<file path="src/rtl/queue_pkg.sv">
// Shared types and helpers for the customer queue dispatch path.
// Holds FSM encodings, field widths and the rotating pick function.
package queue_pkg;

  localparam int NUM_W = 4;
  localparam int TIM_W = 4;

  typedef enum logic [2:0] {
    IDLE = 3'd0,
    RD   = 3'd1,
    CAP  = 3'd2,
    LD   = 3'd3,
    GAP  = 3'd4
  } state_t;

  // First idle slot at or after ptr, wrapping at n; returns {found, sel}.
  function automatic logic [2:0] rr_pick(
    input logic [3:0] busy,
    input logic [1:0] ptr,
    input logic [2:0] n
  );
    logic [2:0] k;
    logic       hit;
    logic [1:0] sel;
    hit = 1'b0;
    sel = ptr;
    for (int i = 0; i < 4; i++) begin
      k = {1'b0, ptr} + 3'(i);
      if (k >= n) k = k - n;
      if (3'(i) < n && !hit && !busy[k[1:0]]) begin
        hit = 1'b1;
        sel = k[1:0];
      end
    end
    return {hit, sel};
  endfunction

endpackage

</file>
<file path="src/rtl/rr_arbiter.sv">
// Combinational rotating-priority picker over up to four requesters.
// A set busy bit means the slot cannot be chosen.
module rr_arbiter
  import queue_pkg::*;
#(
  parameter int N = 3
) (
  input  logic [N-1:0] busy,
  input  logic [1:0]   ptr,
  output logic [1:0]   sel,
  output logic         found
);

  logic [3:0] b4;

  // Unused upper slots look permanently busy.
  always_comb begin
    b4 = '1;
    b4[N-1:0] = busy;
  end

  assign {found, sel} = rr_pick(b4, ptr, 3'(N));

endmodule

</file>
<file path="src/rtl/rr_dispatcher.sv">
// Round-robin dispatcher from the customer FIFO to the service counters.
// One grant per five cycles; invalid entries are counted and discarded.
module rr_dispatcher
  import queue_pkg::*;
#(
  parameter int N_CNT = 3,
  parameter int SAT_W = 8
) (
  input  logic             clk,
  input  logic             rst_n,
  input  logic             en,
  input  logic             fifo_emp,
  input  logic [NUM_W-1:0] fifo_num,
  input  logic [TIM_W-1:0] fifo_tim,
  output logic             fifo_re,
  input  logic [N_CNT-1:0] busy,
  output logic [N_CNT-1:0] ld,
  output logic [NUM_W-1:0] dn,
  output logic [TIM_W-1:0] dt,
  output logic [1:0]       rr_ptr,
  output logic [SAT_W-1:0] served,
  output logic [3:0]       dropped,
  output logic [2:0]       state_dbg
);

  state_t     state;
  state_t     nxt;
  logic [1:0] sel;
  logic [1:0] pick;
  logic       found;
  logic       go;
  logic       bad;

  rr_arbiter #(.N(N_CNT)) u_arb (
    .busy  (busy),
    .ptr   (rr_ptr),
    .sel   (pick),
    .found (found)
  );

  assign go  = en && !fifo_emp && found;
  assign bad = (fifo_num == '0) || (fifo_tim == '0);
  assign state_dbg = state;

  always_comb begin
    nxt = state;
    unique case (state)
      IDLE:    if (go) nxt = RD;
      RD:      nxt = CAP;
      CAP:     nxt = bad ? GAP : LD;
      LD:      nxt = GAP;
      GAP:     nxt = IDLE;
      default: nxt = IDLE;
    endcase
  end

  always_ff @(posedge clk or negedge rst_n) begin
    if (!rst_n) state <= IDLE;
    else        state <= nxt;
  end

  always_ff @(posedge clk or negedge rst_n) begin
    if (!rst_n) begin
      sel     <= '0;
      rr_ptr  <= '0;
      fifo_re <= 1'b0;
      ld      <= '0;
      dn      <= '0;
      dt      <= '0;
      served  <= '0;
      dropped <= '0;
    end else begin
      fifo_re <= (state == IDLE) && go;
      ld      <= '0;
      if (state == IDLE && go) sel <= pick;
      if (state == CAP) begin
        dn <= fifo_num;
        dt <= fifo_tim;
        if (bad) begin
          if (dropped != 4'hf) dropped <= dropped + 4'd1;
        end else begin
          ld <= N_CNT'(1) << sel;
        end
      end
      // Pointer moves only once the strobe has actually gone out.
      if (state == LD) begin
        if (served != '1) served <= served + SAT_W'(1);
        rr_ptr <= (int'(sel) == N_CNT - 1) ? 2'd0 : sel + 2'd1;
      end
    end
  end

endmodule
</file>
<file path="config.mk">
export PLATFORM = sky130hd
export DESIGN_NAME = rr_dispatcher
export DESIGN_NICKNAME = d
export VERILOG_FILES = /design/src/rtl/queue_pkg.sv /design/src/rtl/rr_arbiter.sv /design/src/rtl/rr_dispatcher.sv
export SDC_FILE = /design/constraint.sdc
export NUM_CORES = 1
export LEC_CHECK = 0
export ABC_AREA = 1
export CORE_UTILIZATION = 48
export CTS_CLUSTER_SIZE = 16
export DETAILED_ROUTE_END_ITERATION = 8
export GPL_ROUTABILITY_DRIVEN = 0
export GPL_TIMING_DRIVEN = 1
export PLACE_DENSITY = 0.91
export SYNTH_ARGS = -nofsm -noshare
export SYNTH_HDL_FRONTEND = slang
export SYNTH_SLANG_ARGS = --single-unit
</file>
<file path="constraint.sdc">
create_clock -name clk -period 2.3 [get_ports clk]
set_clock_uncertainty 0.15 [all_clocks]
set_input_delay 0.345 -clock clk [delete_from_list [all_inputs] [get_ports clk]]
set_output_delay 0.345 -clock clk [all_outputs]
set_load 0.005 [all_outputs]
</file>
After elaboration in Yosys (flattened, before gate mapping)
Cells that the tools add are included.
{"block": "classes", "muxes": 21, "n_shift": 1, "magnitude_cmp": 6, "n_addsub": 8, "n_reduce_logical": 15, "eq_ne": 7}
{"op": "2-bit 2-to-1 mux", "count": 7}
{"op": "3-bit 2-to-1 mux", "count": 4}
{"op": "3-bit one-hot mux with 4 select lines", "count": 1}
{"op": "2-bit by 3-bit < comparator with 1-bit output, second input constant", "count": 3}
{"op": "8-bit by 1-bit adder with 8-bit output, second input constant", "count": 1}
{"op": "4-bit logical NOT", "count": 2}
{"op": "8-bit inequality test, second input constant", "count": 1}
{"op": "1-bit binary-select mux with 2-bit select", "count": 3}
{"op": "3-bit by 2-bit == test with 1-bit output, second input constant", "count": 2}
{"op": "3-bit by 2-bit greater-or-equal comparator with 1-bit output, second input constant", "count": 2}
{"op": "1-bit 2-to-1 mux", "count": 6}
{"op": "2-bit subtractor, second input constant", "count": 3}
{"op": "1-bit logical AND", "count": 5}
{"op": "4-bit by 1-bit adder with 4-bit output, second input constant", "count": 1}
{"op": "1-bit logical NOT", "count": 4}
{"op": "4-bit inequality test, second input constant", "count": 1}
{"op": "2-bit by 1-bit adder with 3-bit output, second input constant", "count": 1}
{"op": "2-bit by 2-bit adder with 3-bit output, second input constant", "count": 1}
{"op": "3-bit by 1-bit == test with 1-bit output, second input constant", "count": 1}
{"op": "3-bit logical NOT", "count": 1}
{"op": "3-bit AND reduction", "count": 1}
{"op": "1-bit by 2-bit << shifter with 3-bit output, first input constant", "count": 1}
{"op": "2-bit by 1-bit adder with 2-bit output, second input constant", "count": 1}
{"op": "2-bit == test, second input constant", "count": 1}
{"op": "4 further kinds", "count": 4}
{"block": "word_totals", "elab_cells": 67, "reg_bits": 31, "input_bits": 15, "output_inout_bits": 29}

Logic depth before layout (Yosys ltp)
{"block": "depth", "depth_word": 14, "ltp_mapped": 13, "mapped_depth_nobuf": 13}

Hierarchy
From an unflattened synthesis, not the netlist that was laid out.
{"block": "hier_totals", "hier_cells": 223, "area_unflattened_um2": 1714.1}
{"mod": "rr_dispatcher", "area_per_inst_um2": 1457.6, "seq_area_each_um2": 775.7, "cells_per_inst": 174, "n_inst": 1}
{"mod": "rr_arbiter", "area_per_inst_um2": 256.5, "seq_area_each_um2": 0.0, "cells_per_inst": 49, "n_inst": 1}

Worst setup path after synthesis
OpenSTA, ideal clock, no wires.
{"block": "synth_path", "kind": "register to register", "startpoint": "register rr_ptr[0]", "endpoint": "register sel[0]", "setup_slack_ps": 553, "synth_period_minus_slack_ps": 1747, "setup_time_ps": 116, "stages_incl_launch_ff": 11, "arrival_time_ps": 1481, "path_buffers": 0, "required_time_ps": 2034, "cell_sequence": "dfrtp_1 -> inv_1 -> ha_1 -> o21ai_0 -> nand3_1 -> nand3_1 -> nand2_1 -> inv_1 -> nand2_1 -> nand2_1 -> nand2_1"}
{"block": "synth_between", "elab_chain_len": 13, "elab_cells_between_ends": 30, "classes_between": "add/sub: 5; order compare: 3; mux: 15; reduce/logical: 7"}
{"item": "start, declared", "line": "rr_dispatcher.sv:20", "text": "output logic [1:0] rr_ptr,"}
{"item": "start signal, assigned", "line": "rr_dispatcher.sv:88", "text": "rr_ptr <= (int'(sel) == N_CNT - 1) ? 2'd0 : sel + 2'd1;"}
{"item": "2-bit by 1-bit adder with 3-bit output", "line": "queue_pkg.sv:28", "text": "k = {1'b0, ptr} + 3'(i);"}
{"item": "3-bit by 2-bit greater-or-equal comparator with 1-bit output / 2-bit subtractor (equally long branches)", "line": "queue_pkg.sv:29", "text": "if (k >= n) k = k - n;"}
{"item": "2-bit 2-to-1 mux", "line": "queue_pkg.sv:29"}
{"item": "1-bit binary-select mux with 2-bit select", "line": "queue_pkg.sv:30", "text": "if (3'(i) < n && !hit && !busy[k[1:0]]) begin"}
{"item": "1-bit 2-to-1 mux (not written as such)", "line": "queue_pkg.sv:30"}
{"item": "1-bit logical NOT", "line": "queue_pkg.sv:30"}
{"item": "1-bit logical AND", "line": "queue_pkg.sv:30"}
{"item": "1-bit 2-to-1 mux", "line": "queue_pkg.sv:30"}
{"item": "1-bit logical NOT", "line": "queue_pkg.sv:30"}
{"item": "1-bit logical AND", "line": "queue_pkg.sv:30"}
{"item": "1-bit 2-to-1 mux", "line": "queue_pkg.sv:30"}
{"item": "1-bit logical AND", "line": "rr_dispatcher.sv:41", "text": "assign go = en && !fifo_emp && found;"}
{"item": "1-bit logical AND", "line": "rr_dispatcher.sv:75", "text": "if (state == IDLE && go) sel <= pick;"}
{"item": "end signal, assigned", "line": "rr_dispatcher.sv:75"}
{"item": "end, declared", "line": "rr_dispatcher.sv:28", "text": "logic [1:0] sel;"}
Several ways; a longest one is shown, not always the timed one. The select of a mux whose other input is x is not followed.
A chain may end at the register's enable or synchronous reset.

Final worst setup path
{"block": "layout_path", "startpoint": "register rr_ptr[0]", "endpoint": "register sel[1]"}
Same word-level chain as after synthesis.

==> impl_metrics.sql <==
INSERT INTO impl_metrics (metric_group, metric, value, unit) VALUES
('sta', 'minimum_clock_period_after_layout', '2.007', 'ns'),
('worst_setup_path', 'r2r_setup_slack', '0.29', 'ns'),
('clock_network', 'cts_resized', '0', ''),
('placement', 'place.detailed.hpwl', '2610', 'µm'),
('global_route', 'number_of_global_route_vias_before_repair', '1322', ''),
('clock_network', 'clkTransAtPathRegs', '0.10', 'ns'),
('worst_setup_path', 'critical_path.endpoint', 'sel[1]', ''),
('power', 'seq_power_share', '36.7', '%'),
('global_route', 'overflow', '0', ''),
('clock_network', 'post_cts_buffers', '0', ''),
('layout', 'post_route_cells_drive_above_1_share', '11.20', '%'),
('clock_network', 'hold_buffers', '0', ''),
('die', 'floorplan.core_area', '3337', 'µm²'),
('clock_network', 'tritoncts_num_sinks', '31', ''),
('global_route', 'antenna_violations_before_repair', '0', ''),
('power', 'max-vdd-ir-drop', '0.0006779', 'V'),
('worst_setup_path', 'crit_required', '2.42', 'ns'),
('clock_network', 'clk_latency', '0.34', 'ns'),
('power', 'internal_power', '1.519', 'mW'),
('clock_network', 'worst_case_clock_buffer_depth', '2', ''),
('global_route', 'grt_pass1_wl', '5499', 'µm'),
('route', 'final_antenna_net_count', '0', ''),
('route', 'routedWlPerCell', '11.45', 'µm'),
('sta', 'final_min_period_over_clock_period', '87.26', '%'),
('worst_setup_path', 'worst_setup_path_startpoint', 'rr_ptr[0]', ''),
('sta', 'finalSetupTns', '0', 'ns'),
('synthesis', 'synthCells', '200', ''),
('sta', 'whs', '0.2420', 'ns'),
('power', 'power.clock.fraction', '14.2', '%'),
('route', 'drt-vias-per-instance', '4.895', ''),
('layout', 'finalNetCount', '269', ''),
('worst_setup_path', 'r2r-start', 'rr_ptr[0]', ''),
('layout', 'area.growth.synth_to_final', '32.46', '%'),
('sta', 'max-slew-margin-rel', '68.51', '%'),
('clock_network', 'ctsRootBufferMaster', 'sky130_fd_sc_hd__clkbuf_4', ''),
('sta', 'hold_viol', '0', ''),
('worst_setup_path', 'rr_endpoint', 'sel[1]', ''),
('synthesis', 'netlist_area', '1680', 'µm²'),
('sta', 'report.final.setup_viol', '0', ''),
('worst_setup_path', 'reg2reg_depth', '9', ''),
('worst_setup_path', 'category_of_the_worst_setup_path_capture_point', 'register', ''),
('sta', 'tightest_slew', '0.4706', 'ns'),
('worst_setup_path', 'critPathMaxFanout', '7', ''),
('layout', 'final_util', '66.70', '%'),
('sta', 'grt_setup_unrepaired', 'no', ''),
('worst_setup_path', 'timing_worst_setup_path_type', 'register to register', ''),
('power', 'power_switching', '1.014', 'mW'),
('layout', 'antenna-diode-count', '0', ''),
('synthesis', 'synth_seq_area_share', '46.17', '%'),
('die', 'floorplan.die.width', '61.17', 'µm'),
('clock_network', 'tritoncts', 'done', ''),
('power', 'power_switching_share', '40.03', '%'),
('synthesis', 'ff_latch_count_synth', '31', ''),
('worst_setup_path', 'worst-endpoint-arrival', '2.13', 'ns'),
('synthesis', 'synth_cell_type_count', '26', ''),
('sta', 'max_freq', '0.4982', 'GHz'),
('power', 'power_density', '1138', 'nW/µm²'),
('die', 'die_height', '61.17', 'µm'),
('clock_network', 'cts_made_buffers', '5', ''),
('outcome', 'outcome', 'completed', ''),
('power', 'power.combinational.fraction', '49.1', '%'),
('worst_setup_path', 'worst_setup_path_start_kind', 'register', ''),
('synthesis', 'synth_area_per_cell', '8.402', 'µm²'),
('route', 'dr.first_iter.drc_count', '51', ''),
('flow_run', 'maxCapViolations', '0', ''),
('route', 'vias', '1449', ''),
('global_route', 'grt_usage', '20.11', '%'),
('power', 'power.leakage', '1.096', 'nW'),
('placement', 'port_buffers', '43', ''),
('synthesis', 'number_of_nets_produced_by_synthesis', '220', ''),
('die', 'placement_rows', '21', ''),
('synthesis', 'ys_warn_count', '0', ''),
('global_route', 'grt_start_max_net_pins', '32', ''),
('die', 'die-area', '3741', 'µm²'),
('min_path', 'worstHoldPathType', 'input pin to async pin', ''),
('route', 'finalWirelength', '3389', 'µm'),
('route', 'drc_errors', '0', ''),
('route', 'drt_pre_antenna_iters', '4', ''),
('sta', 'max_slew_violation_total_from_the_final_report', '0', ''),
('layout', 'nFillCells', '269', ''),
('clock_network', 'cts_htree_levels', '2', ''),
('die', 'num_io_pins', '44', ''),
('die', 'initial_core_utilization', '50.36', '%');
## how the worst min path moves through the flow
stage | endpoint | start | slack, ns | cells past startpoint
global placement | dt[0] | dt[0] | 0.31 | 2
CTS | served[3] | rst_n | 0.25 | 2
global route | served[3] | rst_n | 0.26 | 2
floorplan | dn[0] | rst_n | -0.10 | 0
finish | served[2] | rst_n | 0.24 | 2
detailed placement | dn[2] | dn[2] | 0.33 | 2
## flip-flops by register name, summed over array words and instances, names as in the netlist
register,count
dropped,4
sel,2
dn,4
rr_ptr,2
dt,4
state_dbg,3
served,8
fifo_re,1
ld,3
## critical path, cell delays in order (launching register included)
cell                      delay, ns
sky130_fd_sc_hd__dfrtp_1       0.43
sky130_fd_sc_hd__inv_1         0.06
sky130_fd_sc_hd__ha_1          0.38
sky130_fd_sc_hd__o21ai_0       0.26
sky130_fd_sc_hd__nand3_1       0.19
sky130_fd_sc_hd__nand3_1       0.14
sky130_fd_sc_hd__nand3_2       0.12
sky130_fd_sc_hd__nor2_1        0.11
sky130_fd_sc_hd__nand2_1       0.05
sky130_fd_sc_hd__nand2_1       0.05
## synthesized netlist by cell type
cell type | instances | share of area [%]
sky130_fd_sc_hd__nand2_1 | 46 | 10
sky130_fd_sc_hd__inv_1 | 34 | 7.6
sky130_fd_sc_hd__dfrtp_1 | 31 | 46
sky130_fd_sc_hd__nand3_1 | 19 | 5.7
sky130_fd_sc_hd__o21ai_0 | 12 | 3.6
sky130_fd_sc_hd__nor2_1 | 10 | 2.2
sky130_fd_sc_hd__xor2_1 | 8 | 4.2
sky130_fd_sc_hd__ha_1 | 5 | 3.7
sky130_fd_sc_hd__nand2_2 | 5 | 1.9
sky130_fd_sc_hd__o21ai_2 | 5 | 2.6
sky130_fd_sc_hd__nand4_1 | 3 | 1.1
sky130_fd_sc_hd__nor3_1 | 3 | 0.89
sky130_fd_sc_hd__inv_2 | 2 | 0.45
sky130_fd_sc_hd__nand3_2 | 2 | 1.2
sky130_fd_sc_hd__nor2_4 | 2 | 1.3
sky130_fd_sc_hd__o31ai_1 | 2 | 0.89
sky130_fd_sc_hd__xnor2_1 | 2 | 1.0
sky130_fd_sc_hd__a21oi_1 | 1 | 0.30
sky130_fd_sc_hd__a31oi_2 | 1 | 0.74
sky130_fd_sc_hd__and2_0 | 1 | 0.37
sky130_fd_sc_hd__buf_8 | 1 | 0.89
sky130_fd_sc_hd__clkbuf_1 | 1 | 0.22
sky130_fd_sc_hd__nand2_4 | 1 | 0.67
sky130_fd_sc_hd__nor3_2 | 1 | 0.60
sky130_fd_sc_hd__o211ai_1 | 1 | 0.45
sky130_fd_sc_hd__o21ai_4 | 1 | 0.97
## metrics by stage
step | worst slack [ns] | area, µm² | instances | total power [mW]
3_3_place_gp | 0.4624 | 2157 | 288 | 2.126
6_report | 0.2929 | 2226 | 296 | 2.534
3_5_place_dp | 0.3835 | 2157 | 288 | 2.178
5_1_grt | 0.1603 | 2226 | 296 | 2.748
2_1_floorplan | 0.5530 | 1680 | 200 | 1.641
4_1_cts | 0.3615 | 2226 | 296 | 2.548
## layout by cell type, fill, tap and decap left out, types with 3 or more instances in the layout
cell / instances
sky130_fd_sc_hd__nor2_1: 10
sky130_fd_sc_hd__clkbuf_4: 5
sky130_fd_sc_hd__dfrtp_1: 31
sky130_fd_sc_hd__inv_1: 34
sky130_fd_sc_hd__nor3_1: 3
sky130_fd_sc_hd__xor2_1: 8
sky130_fd_sc_hd__clkdlybuf4s50_1: 43
sky130_fd_sc_hd__ha_1: 5
sky130_fd_sc_hd__nand3_1: 19
sky130_fd_sc_hd__o21ai_0: 12
sky130_fd_sc_hd__nand2_1: 46
sky130_fd_sc_hd__nand2_2: 5
sky130_fd_sc_hd__o21ai_2: 5
sky130_fd_sc_hd__nand4_1: 3
## cell families after synthesis
| family | count (synthesis) | synth area share [%] |
|---|---|---|
| simple gates | 93 | 26.21 |
| buf+inv | 38 | 9.158 |
| flops | 31 | 46.17 |
| compound gates | 23 | 9.531 |
| xor+xnor | 10 | 5.213 |
| fa+ha+maj | 5 | 3.723 |
## layer usage
layer | track usage [%] | vias to the layer above | routed length [µm]
li1 | - | 729 | -
met1 | 23.76 | 670 | 1450
met2 | 34.16 | 46 | 1732
met4 | 8.117 | 0 | 36
met5 | 0 | - | 0
met3 | 6.092 | 4 | 169
## power by group through the flow
stage | sequential [mW] | clock [mW] | combinational (mW)
2_1_floorplan | 0.923 | 0 | 0.718
3_3_place_gp | 0.929 | 0 | 1.20
3_5_place_dp | 0.937 | 0 | 1.24
4_1_cts | 0.930 | 0.371 | 1.25
5_1_grt | 0.962 | 0.387 | 1.40
6_report | 0.931 | 0.359 | 1.24
## cell type report
type | count | area (µm²) | area share [%]
repair buffers | 44 | 437.9 | 19.67
clock buffers | 8 | 68.82 | 3.092
flip-flops and latches | 31 | 775.7 | 34.85
multi-input cells | 131 | 750.7 | 33.73
well taps | 46 | 57.56 | 2.586
inverters | 36 | 135.1 | 6.071
Note: power is estimated with default switching activity, not from simulation.
